`config.mk`:
```
export PLATFORM = sky130hd
export DESIGN_NAME = uart_bus_bridge
export DESIGN_NICKNAME = d
export VERILOG_FILES = /design/src/rtl/uart_bus_bridge.sv
export SDC_FILE = /design/constraint.sdc
export NUM_CORES = 1
export LEC_CHECK = 0
export ABC_CLOCK_PERIOD_IN_PS = 4160
export CELL_PAD_IN_SITES_DETAIL_PLACEMENT = 1
export CELL_PAD_IN_SITES_GLOBAL_PLACEMENT = 2
export CORE_MARGIN = 5
export CORE_UTILIZATION = 27
export CTS_BUF_LIST = sky130_fd_sc_hd__clkbuf_8
export CTS_CLUSTER_DIAMETER = 120
export DETAILED_ROUTE_END_ITERATION = 6
export HOLD_SLACK_MARGIN = 0.05
export PLACE_DENSITY = 0.72
export SLEW_MARGIN = 25
export SYNTH_ARGS = -nofsm -noshare
export SYNTH_HDL_FRONTEND = slang
export SYNTH_SLANG_ARGS = --single-unit
```
`constraint.sdc`:
```
create_clock -name clk -period 4.16 [get_ports clk]
set_clock_uncertainty 0.05 [all_clocks]
set_input_delay 0.624 -clock clk [delete_from_list [all_inputs] [get_ports clk]]
set_output_delay 0.624 -clock clk [all_outputs]
set_load 0.05 [all_outputs]
```
`src/rtl/uart_bus_bridge.sv`:
```
// rtl/uart_bus_bridge.sv - UART command-frame parser acting as a single-word memory-bus initiator
// Parses R/W frames from the receive byte stream, runs one bus cycle, streams back status/data.
module uart_bus_bridge #(
  parameter int BUS_TIMEOUT   = 1024,
  parameter int FRAME_TIMEOUT = 1000000
) (
  input  logic        clk,
  input  logic        reset,
  input  logic        rx_valid_in,
  input  logic [7:0]  rx_data_in,
  output logic        tx_valid_out,
  output logic [7:0]  tx_data_out,
  input  logic        tx_ready_in,
  output logic [31:0] address_out,
  output logic        read_out,
  output logic        write_out,
  output logic [3:0]  write_mask_out,
  output logic [31:0] write_value_out,
  input  logic [31:0] read_value_in,
  input  logic        ready_in,
  input  logic        fault_in,
  output logic        overrun_out
);

  localparam int BW = $clog2(BUS_TIMEOUT + 1);
  localparam int FW = $clog2(FRAME_TIMEOUT + 1);

  typedef enum logic [2:0] {S_IDLE, S_ADDR, S_MASK, S_DATA, S_BUS, S_RESP} state_t;

  state_t        state_q, state_d;
  logic [1:0]    idx_q, idx_d;
  logic [31:2]   addr_q, addr_d;
  logic [3:0]    mask_q, mask_d;
  logic [31:0]   wdata_q, wdata_d;
  logic          is_write_q, is_write_d;
  logic          read_q, read_d;
  logic          write_q, write_d;
  logic [31:0]   rdata_q, rdata_d;
  logic          tx_valid_q, tx_valid_d;
  logic [7:0]    tx_data_q, tx_data_d;
  logic [2:0]    tx_left_q, tx_left_d;
  logic [BW-1:0] bus_cnt_q, bus_cnt_d;
  logic [FW-1:0] frame_cnt_q, frame_cnt_d;
  logic          overrun_q, overrun_d;

  always_ff @(posedge clk) begin
    if (!reset) begin
      state_q     <= S_IDLE;
      idx_q       <= '0;
      addr_q      <= '0;
      mask_q      <= '0;
      wdata_q     <= '0;
      is_write_q  <= 1'b0;
      read_q      <= 1'b0;
      write_q     <= 1'b0;
      rdata_q     <= '0;
      tx_valid_q  <= 1'b0;
      tx_data_q   <= '0;
      tx_left_q   <= '0;
      bus_cnt_q   <= '0;
      frame_cnt_q <= '0;
      overrun_q   <= 1'b0;
    end else begin
      state_q     <= state_d;
      idx_q       <= idx_d;
      addr_q      <= addr_d;
      mask_q      <= mask_d;
      wdata_q     <= wdata_d;
      is_write_q  <= is_write_d;
      read_q      <= read_d;
      write_q     <= write_d;
      rdata_q     <= rdata_d;
      tx_valid_q  <= tx_valid_d;
      tx_data_q   <= tx_data_d;
      tx_left_q   <= tx_left_d;
      bus_cnt_q   <= bus_cnt_d;
      frame_cnt_q <= frame_cnt_d;
      overrun_q   <= overrun_d;
    end
  end

  always_comb begin
    state_d     = state_q;
    idx_d       = idx_q;
    addr_d      = addr_q;
    mask_d      = mask_q;
    wdata_d     = wdata_q;
    is_write_d  = is_write_q;
    read_d      = read_q;
    write_d     = write_q;
    rdata_d     = rdata_q;
    tx_valid_d  = tx_valid_q;
    tx_data_d   = tx_data_q;
    tx_left_d   = tx_left_q;
    bus_cnt_d   = bus_cnt_q;
    frame_cnt_d = frame_cnt_q;
    overrun_d   = overrun_q;
    case (state_q)
      S_IDLE: begin
        if (rx_valid_in) begin
          if (rx_data_in == 8'h52 || rx_data_in == 8'h57) begin
            state_d     = S_ADDR;
            is_write_d  = (rx_data_in == 8'h57);
            idx_d       = '0;
            frame_cnt_d = '0;
            overrun_d   = 1'b0;
          end else begin
            state_d    = S_RESP;
            tx_valid_d = 1'b1;
            tx_data_d  = 8'h02;
            tx_left_d  = '0;
          end
        end
      end
      S_ADDR, S_MASK, S_DATA: begin
        if (rx_valid_in) begin
          frame_cnt_d = '0;
          if (state_q == S_MASK) begin
            mask_d  = rx_data_in[3:0];
            state_d = S_DATA;
          end else begin
            idx_d = idx_q + 2'd1;
            if (state_q == S_ADDR) begin
              case (idx_q)
                2'd0:    addr_d[7:2]   = rx_data_in[7:2];
                2'd1:    addr_d[15:8]  = rx_data_in;
                2'd2:    addr_d[23:16] = rx_data_in;
                default: addr_d[31:24] = rx_data_in;
              endcase
            end else begin
              wdata_d[{idx_q, 3'b000} +: 8] = rx_data_in;
            end
            if (idx_q == 2'd3) begin
              bus_cnt_d = '0;
              if (state_q == S_ADDR && is_write_q) begin
                state_d = S_MASK;
              end else begin
                state_d = S_BUS;
                read_d  = !is_write_q;
                write_d = is_write_q;
              end
            end
          end
        end else if (frame_cnt_q == FW'(FRAME_TIMEOUT - 1)) begin
          state_d = S_IDLE;
        end else begin
          frame_cnt_d = frame_cnt_q + 1'b1;
        end
      end
      S_BUS: begin
        if (rx_valid_in) overrun_d = 1'b1;
        // ready_in takes priority over a timeout expiring in the same cycle
        if (ready_in) begin
          read_d     = 1'b0;
          write_d    = 1'b0;
          state_d    = S_RESP;
          tx_valid_d = 1'b1;
          if (fault_in) begin
            tx_data_d = 8'h01;
            tx_left_d = '0;
          end else begin
            tx_data_d = 8'h00;
            tx_left_d = read_q ? 3'd4 : 3'd0;
            rdata_d   = read_value_in;
          end
        end else if (bus_cnt_q == BW'(BUS_TIMEOUT - 1)) begin
          read_d     = 1'b0;
          write_d    = 1'b0;
          state_d    = S_RESP;
          tx_valid_d = 1'b1;
          tx_data_d  = 8'h03;
          tx_left_d  = '0;
        end else begin
          bus_cnt_d = bus_cnt_q + 1'b1;
        end
      end
      S_RESP: begin
        if (rx_valid_in) overrun_d = 1'b1;
        if (tx_ready_in) begin
          if (tx_left_q == 3'd0) begin
            tx_valid_d = 1'b0;
            state_d    = S_IDLE;
          end else begin
            tx_data_d = rdata_q[7:0];
            rdata_d   = {8'h00, rdata_q[31:8]};
            tx_left_d = tx_left_q - 3'd1;
          end
        end
      end
      default: state_d = S_IDLE;
    endcase
  end

  assign tx_valid_out    = tx_valid_q;
  assign tx_data_out     = tx_data_q;
  assign address_out     = {addr_q, 2'b00};
  assign read_out        = read_q;
  assign write_out       = write_q;
  assign write_mask_out  = is_write_q ? mask_q : 4'h0;
  assign write_value_out = wdata_q;
  assign overrun_out     = overrun_q;

endmodule

```
# Word level (Yosys, flattened, before mapping)
# Cells that the tools add are included.
[word_totals]
regBits = 150
in_bits = 46
output_inout_bits = 80
wordCells = 164
[classes]
n_addsub = 5
n_eq_ne = 31
shift = 2
muxes = 75
bitwise = 3
reduce_logical = 30
[ops]
columns = ["operator", "count"]
rows = [
  ["2-to-1 mux 32 bit", 4],
  ["2-to-1 mux 20 bit", 4],
  ["one-hot mux 32 bit (2 select lines)", 1],
  ["2-to-1 mux 3 bit", 19],
  ["2-to-1 mux 11 bit", 5],
  ["2-to-1 mux 8 bit", 6],
  ["one-hot mux 20 bit (2 select lines)", 1],
  ["bitwise mux 32 bit", 1],
  ["variable shift 8 x 7 -> 32 bit, first input constant", 1],
  ["variable part select 8 x 7 -> 32 bit", 1],
  ["AND reduction 5 bit", 6],
  ["AND reduction 6 bit", 5],
  ["!= test 2 bit, second input constant", 14],
  ["one-hot mux 8 bit (3 select lines)", 1],
  ["one-hot mux 11 bit (2 select lines)", 1],
  ["adder 20 x 1 -> 20 bit, second input constant", 1],
  ["== test 20 bit, second input constant", 1],
  ["2-to-1 mux 1 bit", 20],
  ["== test 8 x 7 -> 1 bit, second input constant", 2],
  ["one-hot mux 3 bit (4 select lines)", 1],
  ["AND reduction 4 bit", 3],
  ["adder 11 x 1 -> 11 bit, second input constant", 1],
  ["== test 11 x 10 -> 1 bit, second input constant", 1],
  ["!= test 3 bit, second input constant", 3],
  ["other kinds (27)", 43],
]

# Logic depth before layout (Yosys ltp)
# Gate-level depths: netlist of run 1.
[depth]
word_depth = 7
mapped_depth = 10
depth_no_buf = 8

# Worst setup path before layout of run 1
# OpenSTA, ideal clock, no wires.
[synth_timing]
path_kind = "input to register"
from = "input port rx_data_in[1]"
to = "register frame_cnt_q[13]"
setup_ns = 0.120
arrival_ns = 2.124
t_required_ns = 3.990
path_slack_ns = 1.867
path_stages = 6
n_path_buf = 1
path_cell_list = "clkbuf_1 -> nor4bb_1 -> nand3_1 -> a31oi_1 -> nor2_1 -> a211o_1"
[synth_via]
elab_chain_len = 4
word_cells_on_any_way = 5
cone_classes = "3 x eq/ne; 2 x reduce/logical"
[synth_lines]
columns = ["element", "line_no", "source"]
rows = [
  ["start: declaration", "10", "input logic [7:0] rx_data_in,"],
  ["== test 8 x 7 -> 1 bit", "101", "if (rx_data_in == 8'h52 || rx_data_in == 8'h57) begin"],
  ["logical OR 1 bit (*)", "101", ""],
  ["!= test 2 bit (no line) (*)", "--", ""],
  ["AND reduction 4 bit (no line) (*)", "--", ""],
  ["end signal: assignment", "77", "frame_cnt_q <= frame_cnt_d;"],
  ["end: declaration", "43", "logic [FW-1:0] frame_cnt_q, frame_cnt_d;"],
]
# Every way passes the cells marked *; elsewhere a longest branch is shown, timed or not.
# A chain may end at the register's enable or synchronous reset.

# Worst setup path after layout of run 1
[layout_timing]
from = "register is_write_q"
to = "output port write_mask_out[1]"
[layout_via]
elab_chain_len = 1
[layout_lines]
columns = ["element", "line_no", "source"]
rows = [
  ["start: declaration", "35", "logic is_write_q, is_write_d;"],
  ["start signal: assignment", "69", "is_write_q <= is_write_d;"],
  ["2-to-1 mux 4 bit", "199", "assign write_mask_out = is_write_q ? mask_q : 4'h0;"],
  ["end: declaration", "17", "output logic [3:0] write_mask_out,"],
]
# No other way between the ends.

==> results of run 1 <==
==> cell type report <==
type | count | share of cell area
multi-input cells | 621 | 0.395
well taps | 324 | 0.0470
flip-flops and latches | 150 | 0.348
inverters | 13 | 0.00580
clock buffers | 18 | 0.0287
clock inverters | 14 | 0.0173
repair buffers | 139 | 0.158
==> per-layer routing <==
metal / vias up / GRT usage
li1: 3201 / -
met1: 3072 / 0.211
met5: - / 0
met2: 106 / 0.242
met3: 17 / 0.0391
met4: 0 / 0.0388
==> power by group <==
| part | internal [W] | switching [W] | leakage [nW] |
|---|---|---|---|
| sequential | 0.00152 | 0.0000845 | 1.21 |
| combinational | 0.000278 | 0.000568 | 1.42 |
| clock | 0.000555 | 0.000612 | 0.209 |
==> cells by family after synthesis <==
family,share of synthesized area
buf+inv,0.0463
xor+xnor,0.00262
mux,0.0107
compound gates,0.187
fa+ha+maj,0.0224
other cells,0.000560
flops,0.449
simple gates,0.282
==> synthesized netlist by cell type, types with 11 or more instances <==
library cell    n
nand2_1       163
dfxtp_1       150
nand3_1        95
a21oi_1        90
nor2_1         65
clkbuf_1       57
a311oi_1       30
o21ai_0        26
nand4_1        17
inv_1          13
ha_1           12
a31oi_1        11
==> stage by stage <==
stage               setup slack (ns)  cells   util  instance area [um2]  power, W
floorplan                       1.87    850      -                 6700   0.00220
global placement                1.03   1247  0.337                 8220   0.00249
detailed placement              1.01   1247  0.337                 8220   0.00249
CTS                             1.42   1279  0.353                 8620   0.00368
global route                    1.23   1279  0.354                 8630   0.00383
finish                          1.48   1279  0.354                 8630   0.00362
==> critical path, stage by stage, from the launching register on <==
cell and delay (ns):
dfxtp_1 0.55, and2_1 0.20, clkdlybuf4s50_1 0.80
==> state kept, by name (all words and copies together) (netlist names), 2 cells and up <==
signal	count
bus_cnt_q	11
idx_q	2
tx_data_out	8
rdata_q	32
addr_q	30
write_value_out	32
tx_left_q	3
state_q	3
frame_cnt_q	20
mask_q	4
==> worst paths after layout <==
path,startpoint,to,slack (ns),depth (start not counted)
max,is_write_q,write_mask_out[1],1.48,2
min,write_value_out[25],write_value_out[25],0.40,2
max reg2reg,bus_cnt_q[0],tx_left_q[2],1.55,6
min reg2reg,write_value_out[25],write_value_out[25],0.40,2
==> results.md, run 1 <==
- Status: complete, no violations
- Register area share after synthesis: 0.449
- Worst Path Required: roughly 3.5 ns
- Mean post-synth cell area: between 7 and 8 um2
- Largest cells by area after synthesis: dfxtp_1 45%, nand2_1 9.1%, nand3_1 7.1%
- Initial antenna violation count: 0
- CTS tree: yes
- Storage element area: about 3000 um2
- CP endpoint kind: output port
- DR iter-0 viols: about 350
- Met3 wire length: about 940 um
- Clk_lat worst skew: between 0.4 and 0.5 ns
- Worst VDD drop: 0.000140 V
- Largest area contributor in the netlist: dfxtp_1
- Core footprint: between 20000 and 25000 um2
- Routed WL: 21800 um
- Final Cycle Share: 0.643
- Share of post-route cells with drive strength above 1: 0.0670
- Max-slew violation count: 0
- WP data arrival: roughly 2.0 ns
- Antenna cells: 0
- Routed length on met2: 10100 um
- Die Wd: 167 um
- Starting density of the core: 0.274
- Yosys Warn Count: 0
- Setup TNS: 0 ns
- Area delta synth->final: 28.8%
- Die area: ~28000 um2
- Cell Rows: 57
- Vias in the first global route: approximately 6400
- Most common cell after layout, fill and taps aside: nand2_1
- Max Cap Viol: 0
- Via/cell ratio: ~5
- Slew margin rel.: 0.375
- Post-route ant nets: 0
- Wl on met1: roughly 11000 um
- Lkg Pwr: approximately 2.8 nW
- Clk pin slew, worst setup/hold paths: ~0.09 ns
- Hold_buf cts: 0
- Root buf cell: clkbuf_8
- Most used DFF post-synth: dfxtp_1
- Most frequent cells in the layout: 162 x nand2_1, 150 x dfxtp_1, 123 x clkdlybuf4s50_1, 95 x nand3_1, 90 x a21oi_1
- RSZ-0062 raised after global routing: no
- Grt total ovfl: 0
- Post-synth top area share: 0.449
- Critical path type: reg2out
- Num ports: between 100 and 150
- Power Density: around 420 nW/um2
- First-pass GRT wire length: 35100 um
- Fmax: 0.374 GHz
- DP HPWL: 15000 um
- Hold Path Class: reg2reg
- Worst hold slack: 0.403 ns
- Worst Tran Pin Value: ~0.93 ns
- Multi-input gate area: ~3400 um2
- FF+latch count, synth: 150
- Nets: 1000
- DR top layer: met4
- Number of synthesized flops with an enable pin: 0
- Largest net degree at the start of global routing: approximately 120
- Post-CTS Setup Bufs: 0
- DRC: 0
- Worst Path Max Fanout: 10
- CTS resizes: 0
- CTS H-Tree Depth: 4
- Post-layout min period: 2.68 ns
- Vias: 6396
- Clk sinks: 150
- Initial DRT Pass Iterations: 5
- Routability Congestion: 0.744
- Buffers on Ports: approximately 120
- Inserted Clock Buffers: 17
- Fillers: slightly below 3000
- Post-synth ARST share: 0
- DR WL/cell: approximately 17 um
- Longest Clk Path Bufs: 2
- Startpoint Class: register
- Final hold violation count: 0
- Synth unique cells: 64
- Final setup viols: 0
- Post-Syn Instances: 849
- Die Span Y: 167 um
- Mapped Area: roughly 6700 um2
- GRT Total Usage: 0.154
No activity file was read; power rests on OpenSTA's default activity.
==> inputs of run 2 (changes only) <==
--- a/config.mk
+++ b/config.mk
@@ -5,7 +5,7 @@
 export SDC_FILE = /design/constraint.sdc
 export NUM_CORES = 1
 export LEC_CHECK = 0
-export ABC_CLOCK_PERIOD_IN_PS = 4160
+export ABC_CLOCK_PERIOD_IN_PS = 2500
 export CELL_PAD_IN_SITES_DETAIL_PLACEMENT = 1
 export CELL_PAD_IN_SITES_GLOBAL_PLACEMENT = 2
 export CORE_MARGIN = 5
==> constraint.sdc (replaced) <==
create_clock -name clk -period 2.5 [get_ports clk]
set_clock_uncertainty 0.05 [all_clocks]
set_input_delay 0.375 -clock clk [delete_from_list [all_inputs] [get_ports clk]]
set_output_delay 0.375 -clock clk [all_outputs]
set_load 0.05 [all_outputs]
==> run 2 against run 1 <==
Compared with the run above:
- register-to-register slack got worse by 1.4 ns
- first-iteration DRC count decreased by 11%
- setup slack worse by 1.3 ns
- clock power grew 55%
- sequential power up 66%
- critical path type is now reg2reg
- largest cell class unchanged
- critical path depth up 3
- non-clock buffer count is 35 higher
- cell count grew 2.7%
- power increased by 68%
==> results.md, run 2 (same netlist as run 1, synthesis figures left out) <==
- Post-route ant nets: 0
- Critical path type: reg2reg
- Die area: between 20000 and 30000 um2
- Vias in the first global route: between 6000 and 7000
- Starting density of the core: 0.274
- Grt total ovfl: 0
- Vias: about 6500
- Final setup viols: 0
- Most common cell after layout, fill and taps aside: nand2_1
- Share of post-route cells with drive strength above 1: 0.0971
- Clock power frac: 0.298
- Final Cycle Share: 0.922
- Root buf cell: clkbuf_8
- Worst Tran Pin Value: 0.622 ns
- Die Wd: ~170 um
- Initial antenna violation count: 0
- Worst Path Max Fanout: 5
- Setup TNS: 0 ns
- Switching share of total power: 0.352
- First-pass GRT wire length: 35600 um
- CP endpoint kind: register
- Routed WL: 22100 um
- Internal power: just under 0.004 W
- Clk pin slew, worst setup/hold paths: approximately 0.1 ns
- Longest Clk Path Bufs: 2
- Startpoint Class: register
- Initial DRT Pass Iterations: 4
- Post-layout min period: 2.30 ns
- Max-slew violation count: 0
- Net Sw Power: between 0.002 and 0.0025 W
- Most frequent cells in the layout: 163 x nand2_1, 150 x dfxtp_1, 123 x clkdlybuf4s50_1, 95 x nand3_1, 90 x a21oi_1
- DR iter-0 viols: just over 300
- GRT Total Usage: 0.155
- Nets: between 1000 and 1500
- CTS H-Tree Depth: 4
- Lkg Pwr: approximately 3 nW
- Flop pwr share: 0.439
- Combinational power share: 0.263
- Clk_lat worst skew: around 0.45 ns
- Num ports: ~130
- Area delta synth->final: 32.7%
- Routability Congestion: roughly 0.76
- Core footprint: about 24000 um2
- Power Density: approximately 700 nW/um2
- Inserted Clock Buffers: 17
- Buffers on Ports: ~120
- Fmax: 0.434 GHz
- Largest net degree at the start of global routing: 120
- Via/cell ratio: around 4.9
- Cell Rows: 57
- Post-CTS Setup Bufs: 0
- DP HPWL: 15700 um
- Final hold violation count: 0
- Worst Path Required: between 2 and 3 ns
- RSZ-0062 raised after global routing: no
- Hold Path Class: reg2reg
- Hold_buf cts: 0
- Die Span Y: around 170 um
- Utilization after layout: 0.364
- DR WL/cell: around 17 um
- DRC: 0
- Max Cap Viol: 0
- CTS tree: yes
- Slew margin rel.: 0.585
- Fillers: slightly below 3000
- Antenna cells: 0
- WP data arrival: between 2 and 3 ns
- Clk sinks: 150
- Status: complete, no violations
- Worst VDD drop: a little over 0.0003 V
==> run 2: changes by cell type in the layout (fill, tap and decap cells not counted), sizes merged <==
cell / previous run / this run
buf: 16 / 51
bufinv: 2 / 1
clkbuf: 18 / 17
clkinv: 8 / 5
clkinvlp: 0 / 3
inv: 17 / 18
==> run 2: final timing paths <==
kind	endpoint	from	cells after the start	slack, ns
max reg2reg	state_q[2]	frame_cnt_q[7]	5	0.20
max	state_q[2]	frame_cnt_q[7]	5	0.20
min reg2reg	write_value_out[30]	write_value_out[30]	2	0.41
min	write_value_out[30]	write_value_out[30]	2	0.41
==> run 2: timing repair <==
item                                    4_1_cts  5_1_grt
resized for setup                             0        1
hold endpoints to repair                      0        0
endpoints found under the setup margin        0        4
==> run 2: stage by stage <==
stage | std cells | total power [W] | hold slack, ns | cell area, um2 | setup slack [ns]
finish | 1313 | 0.00606 | 0.407 | 8880 | 0.195
global route | 1313 | 0.00642 | 0.422 | 8880 | 0.0555
CTS | 1313 | 0.00616 | 0.404 | 8870 | 0.150
detailed placement | 1282 | 0.00434 | 0.393 | 8510 | 0.0986
global placement | 1282 | 0.00433 | 0.390 | 8510 | 0.124
floorplan | 850 | 0.00366 | 0.374 | 6700 | 0.390
==> run 2: power groups by stage <==
stage	Sequential [W]	Combinational, W	Clock, W
global placement	0.00272	0.00161	0
finish	0.00266	0.00159	0.00181
CTS	0.00266	0.00162	0.00188
global route	0.00269	0.00177	0.00196
detailed placement	0.00272	0.00161	0
floorplan	0.00278	0.000876	0
==> run 2: worst max-delay path, cell delays in order, from the launching register on <==
cell and delay [ns]:
dfxtp_1 0.36, or4b_1 0.58, nor4_2 0.39, a21oi_1 0.20
or2_1 0.27, o311a_1 0.32
==> run 2: metal layers <==
layer	up-vias	GRT usage	share of wire
li1	3268	-	-
met1	3088	0.208	0.48
met2	94	0.250	0.47
met3	16	0.0375	0.038
met4	0	0.0395	0.0097
met5	-	0	0
==> run 2: cell type report <==
type                    count  area (um2)  area share
clock buffers              17         234      0.0263
clock inverters            14         126      0.0142
inverters                  13        50.0     0.00563
multi-input cells         621        3400       0.383
flip-flops and latches    150        3000       0.338
well taps                 324         405      0.0456
repair buffers            174        1660       0.187
==> edit (flow settings as in run 1) <==
Take the reset off `wdata_q` and load it in a clocked block of its own.
--- a/src/rtl/uart_bus_bridge.sv
+++ b/src/rtl/uart_bus_bridge.sv
@@ -49,7 +49,6 @@
       idx_q       <= '0;
       addr_q      <= '0;
       mask_q      <= '0;
-      wdata_q     <= '0;
       is_write_q  <= 1'b0;
       read_q      <= 1'b0;
       write_q     <= 1'b0;
@@ -65,7 +64,6 @@
       idx_q       <= idx_d;
       addr_q      <= addr_d;
       mask_q      <= mask_d;
-      wdata_q     <= wdata_d;
       is_write_q  <= is_write_d;
       read_q      <= read_d;
       write_q     <= write_d;
@@ -77,6 +75,10 @@
       frame_cnt_q <= frame_cnt_d;
       overrun_q   <= overrun_d;
     end
+  end
+
+  always_ff @(posedge clk) begin
+    wdata_q <= wdata_d;
   end
 
   always_comb begin
Function: changed (a bounded check fails within 10 cycles, from zero or initial values and one cycle with reset low; the reset may be asserted at any time).
==> edit against run 1 <==
  * Sequential cell count is the same
  * Sequential share of layout area grew 2.7 points
  * Combinational power grew 9.6%
  * Power grew 3.2%
  * Cell area grew 2.6%
  * Critical path depth grew 4
  * Maximum frequency shrank 9.1%
  * Area after synthesis grew 3.0%
  * First-iteration DRC count shrank 6.9%
  * Wire length shrank 0.54%
  * Setup slack lost 0.27 ns
  * Critical path type is now primary input to flip-flop
  * Critical endpoint is now frame_cnt_q[1]$_SDFFE_PN0P_
  * Largest power group unchanged
==> edit: results (changes against run 1) <==
* Status: finished clean
* N_diodes at 0 (unchanged)
* Library cells used by synthesis at 64 (unchanged)
* Fin cells at 1244 (-2.7%)
* Num CTS Buffers at 17 (unchanged)
* GP Congestion at 0.785 (+5.4%)
* Top cell types by occurrence after synthesis: 132 x nand2_1, 118 x dfxtp_1, 72 x a21oi_1, 63 x nand3_1, 55 x nor2_1
* Register area share after synthesis at 48.2% (+3.3 points)
* CTS Root Buffer Type: clkbuf_8
* Worst-case clock buffer depth at 2 (unchanged)
* Maximum VDD drop at 0.191 mV (+36%)
* DR DRC count at 0 (unchanged)
* Fin worst setup slack at 1.22 ns (-0.267 ns)
* Pleak at 2.94 nW (+3.6%)
* Async SR Flop Fraction at 0% (unchanged)
* Crit path max fanout at 11 (+1)
* Number of post-CTS setup repair buffers at 0 (unchanged)
* Post-synth EDFFs at 32 (+32)
* Share of cells above drive strength 1 at 6.78% (+0.082 points)
* Routed wire length at 21700 um (-0.54%)
* Largest net degree at the start of global routing at 63 (-48%)
* Mean post-synth cell area at 8.63 um2 (+9.5%)
* Vias in the first global route at 6197 (-2.5%)
* Clk_lat worst skew at around 0.45 ns
* Net switching power figure at 1.30 mW (+2.8%)
* Slew of the pin with the lowest slew margin at 0.930 ns (-0.000971 ns)
* Critical Path AT at 3.21 ns (+1.21 ns)
* Vias per inst at 4.99 (-0.30%)
* CTS H-tree depth at 4 (unchanged)
* Place WS at 0.736 ns (-0.277 ns)
* Synth area leaders: dfxtp_1 34%, edfxtp_1 14%, nand2_1 7.2%
* PortBufs at 123 (unchanged)
* Drt first pass iters at 5 (unchanged)
* Ys flop type: dfxtp_1
* Ys Warns at 0 (unchanged)
* Setup slack, reg-to-reg at 1.68 ns (+0.13 ns)
* Worst hold path type: flip-flop to flip-flop
* Resized Gates After CTS at 0 (unchanged)
* Detailed Place HPWL at 15300 um (+2.2%)
* Initial antenna violation count at 1 (+1)
* First-pass GRT wire length at 34800 um (-0.96%)
* Clock transition at path regs at about 0.080 ns
* Nets at 959 (-4.1%)
* GRT Overall Usage at 14.9% (-0.45 points)
* Starting DRT DRC Count at 323 (-6.9%)
[edit: cells by family (layout without fill, tap and decap cells)]
kind of cell             Yosys count  in the layout  share of synthesized area [%]
multiplexers                       6              6                          0.871
AND/OR/NAND/NOR                  367            367                           25.9
flip-flops                       150            150                           48.2
AO/OA/AOI/OAI                    191            191                           18.3
XOR/XNOR                           1              1                          0.127
other                              1              2                         0.0544
adder cells (fa/ha/maj)           12             12                           2.18
buffers and inverters             71            185                           4.39
[edit: layout make-up]
| type | instances | area (um2) |
|---|---|---|
| clock buffer | 18 | 248 |
| clock inverter | 14 | 149 |
| fill | 2929 | 16300 |
| inverter | 12 | 46.3 |
| multi-input combinational | 579 | 3280 |
| sequential | 150 | 3320 |
| tap | 330 | 413 |
| timing repair buffer | 141 | 1390 |
[edit: through the flow]
step                total power, mW  instance area (um2)  hold WS, ns
finish                         3.73                 8850        0.385
global route                   3.95                 8850        0.427
CTS                            3.79                 8850        0.393
detailed placement             2.63                 8450        0.380
global placement               2.62                 8450        0.366
floorplan                      2.29                 6900        0.357
[edit: worst paths after layout]
kind / from / endpoint / cells after the start
worst max-delay path: rx_data_in[3] / frame_cnt_q[1]$_SDFFE_PN0P_ / 6
worst min-delay path: bus_cnt_q[10]$_SDFFE_PN0P_ / bus_cnt_q[10]$_SDFFE_PN0P_ / 2
worst max register to register: frame_cnt_q[0]$_SDFFE_PN0P_ / frame_cnt_q[5]$_SDFFE_PN0P_ / 6
worst min register to register: bus_cnt_q[10]$_SDFFE_PN0P_ / bus_cnt_q[10]$_SDFFE_PN0P_ / 2
[edit: power groups by stage]
stage,registers (mW),clock network [mW],logic (mW)
6_report,1.65,1.16,0.927
5_1_grt,1.66,1.26,1.03
4_1_cts,1.65,1.19,0.945
3_5_place_dp,1.68,0,0.943
3_3_place_gp,1.68,0,0.933
2_1_floorplan,1.71,0,0.587
[edit: metal layers]
layer / track usage (%) / vias up / routed length, um / share of wire, %
met5: 0 / - / 13 / 0.060
met3: 3.41 / 8 / 1160 / 5.3
met4: 2.56 / 2 / 123 / 0.57
met1: 20.5 / 2982 / 10300 / 47
li1: - / 3079 / - / -
met2: 24.4 / 131 / 10100 / 47
[edit: critical path: stages]
cell	delay, ns
clkdlybuf4s50_1	0.63
or4b_1	0.71
nor3_1	0.48
a21boi_0	0.41
o21ai_0	0.26
a21oi_1	0.08
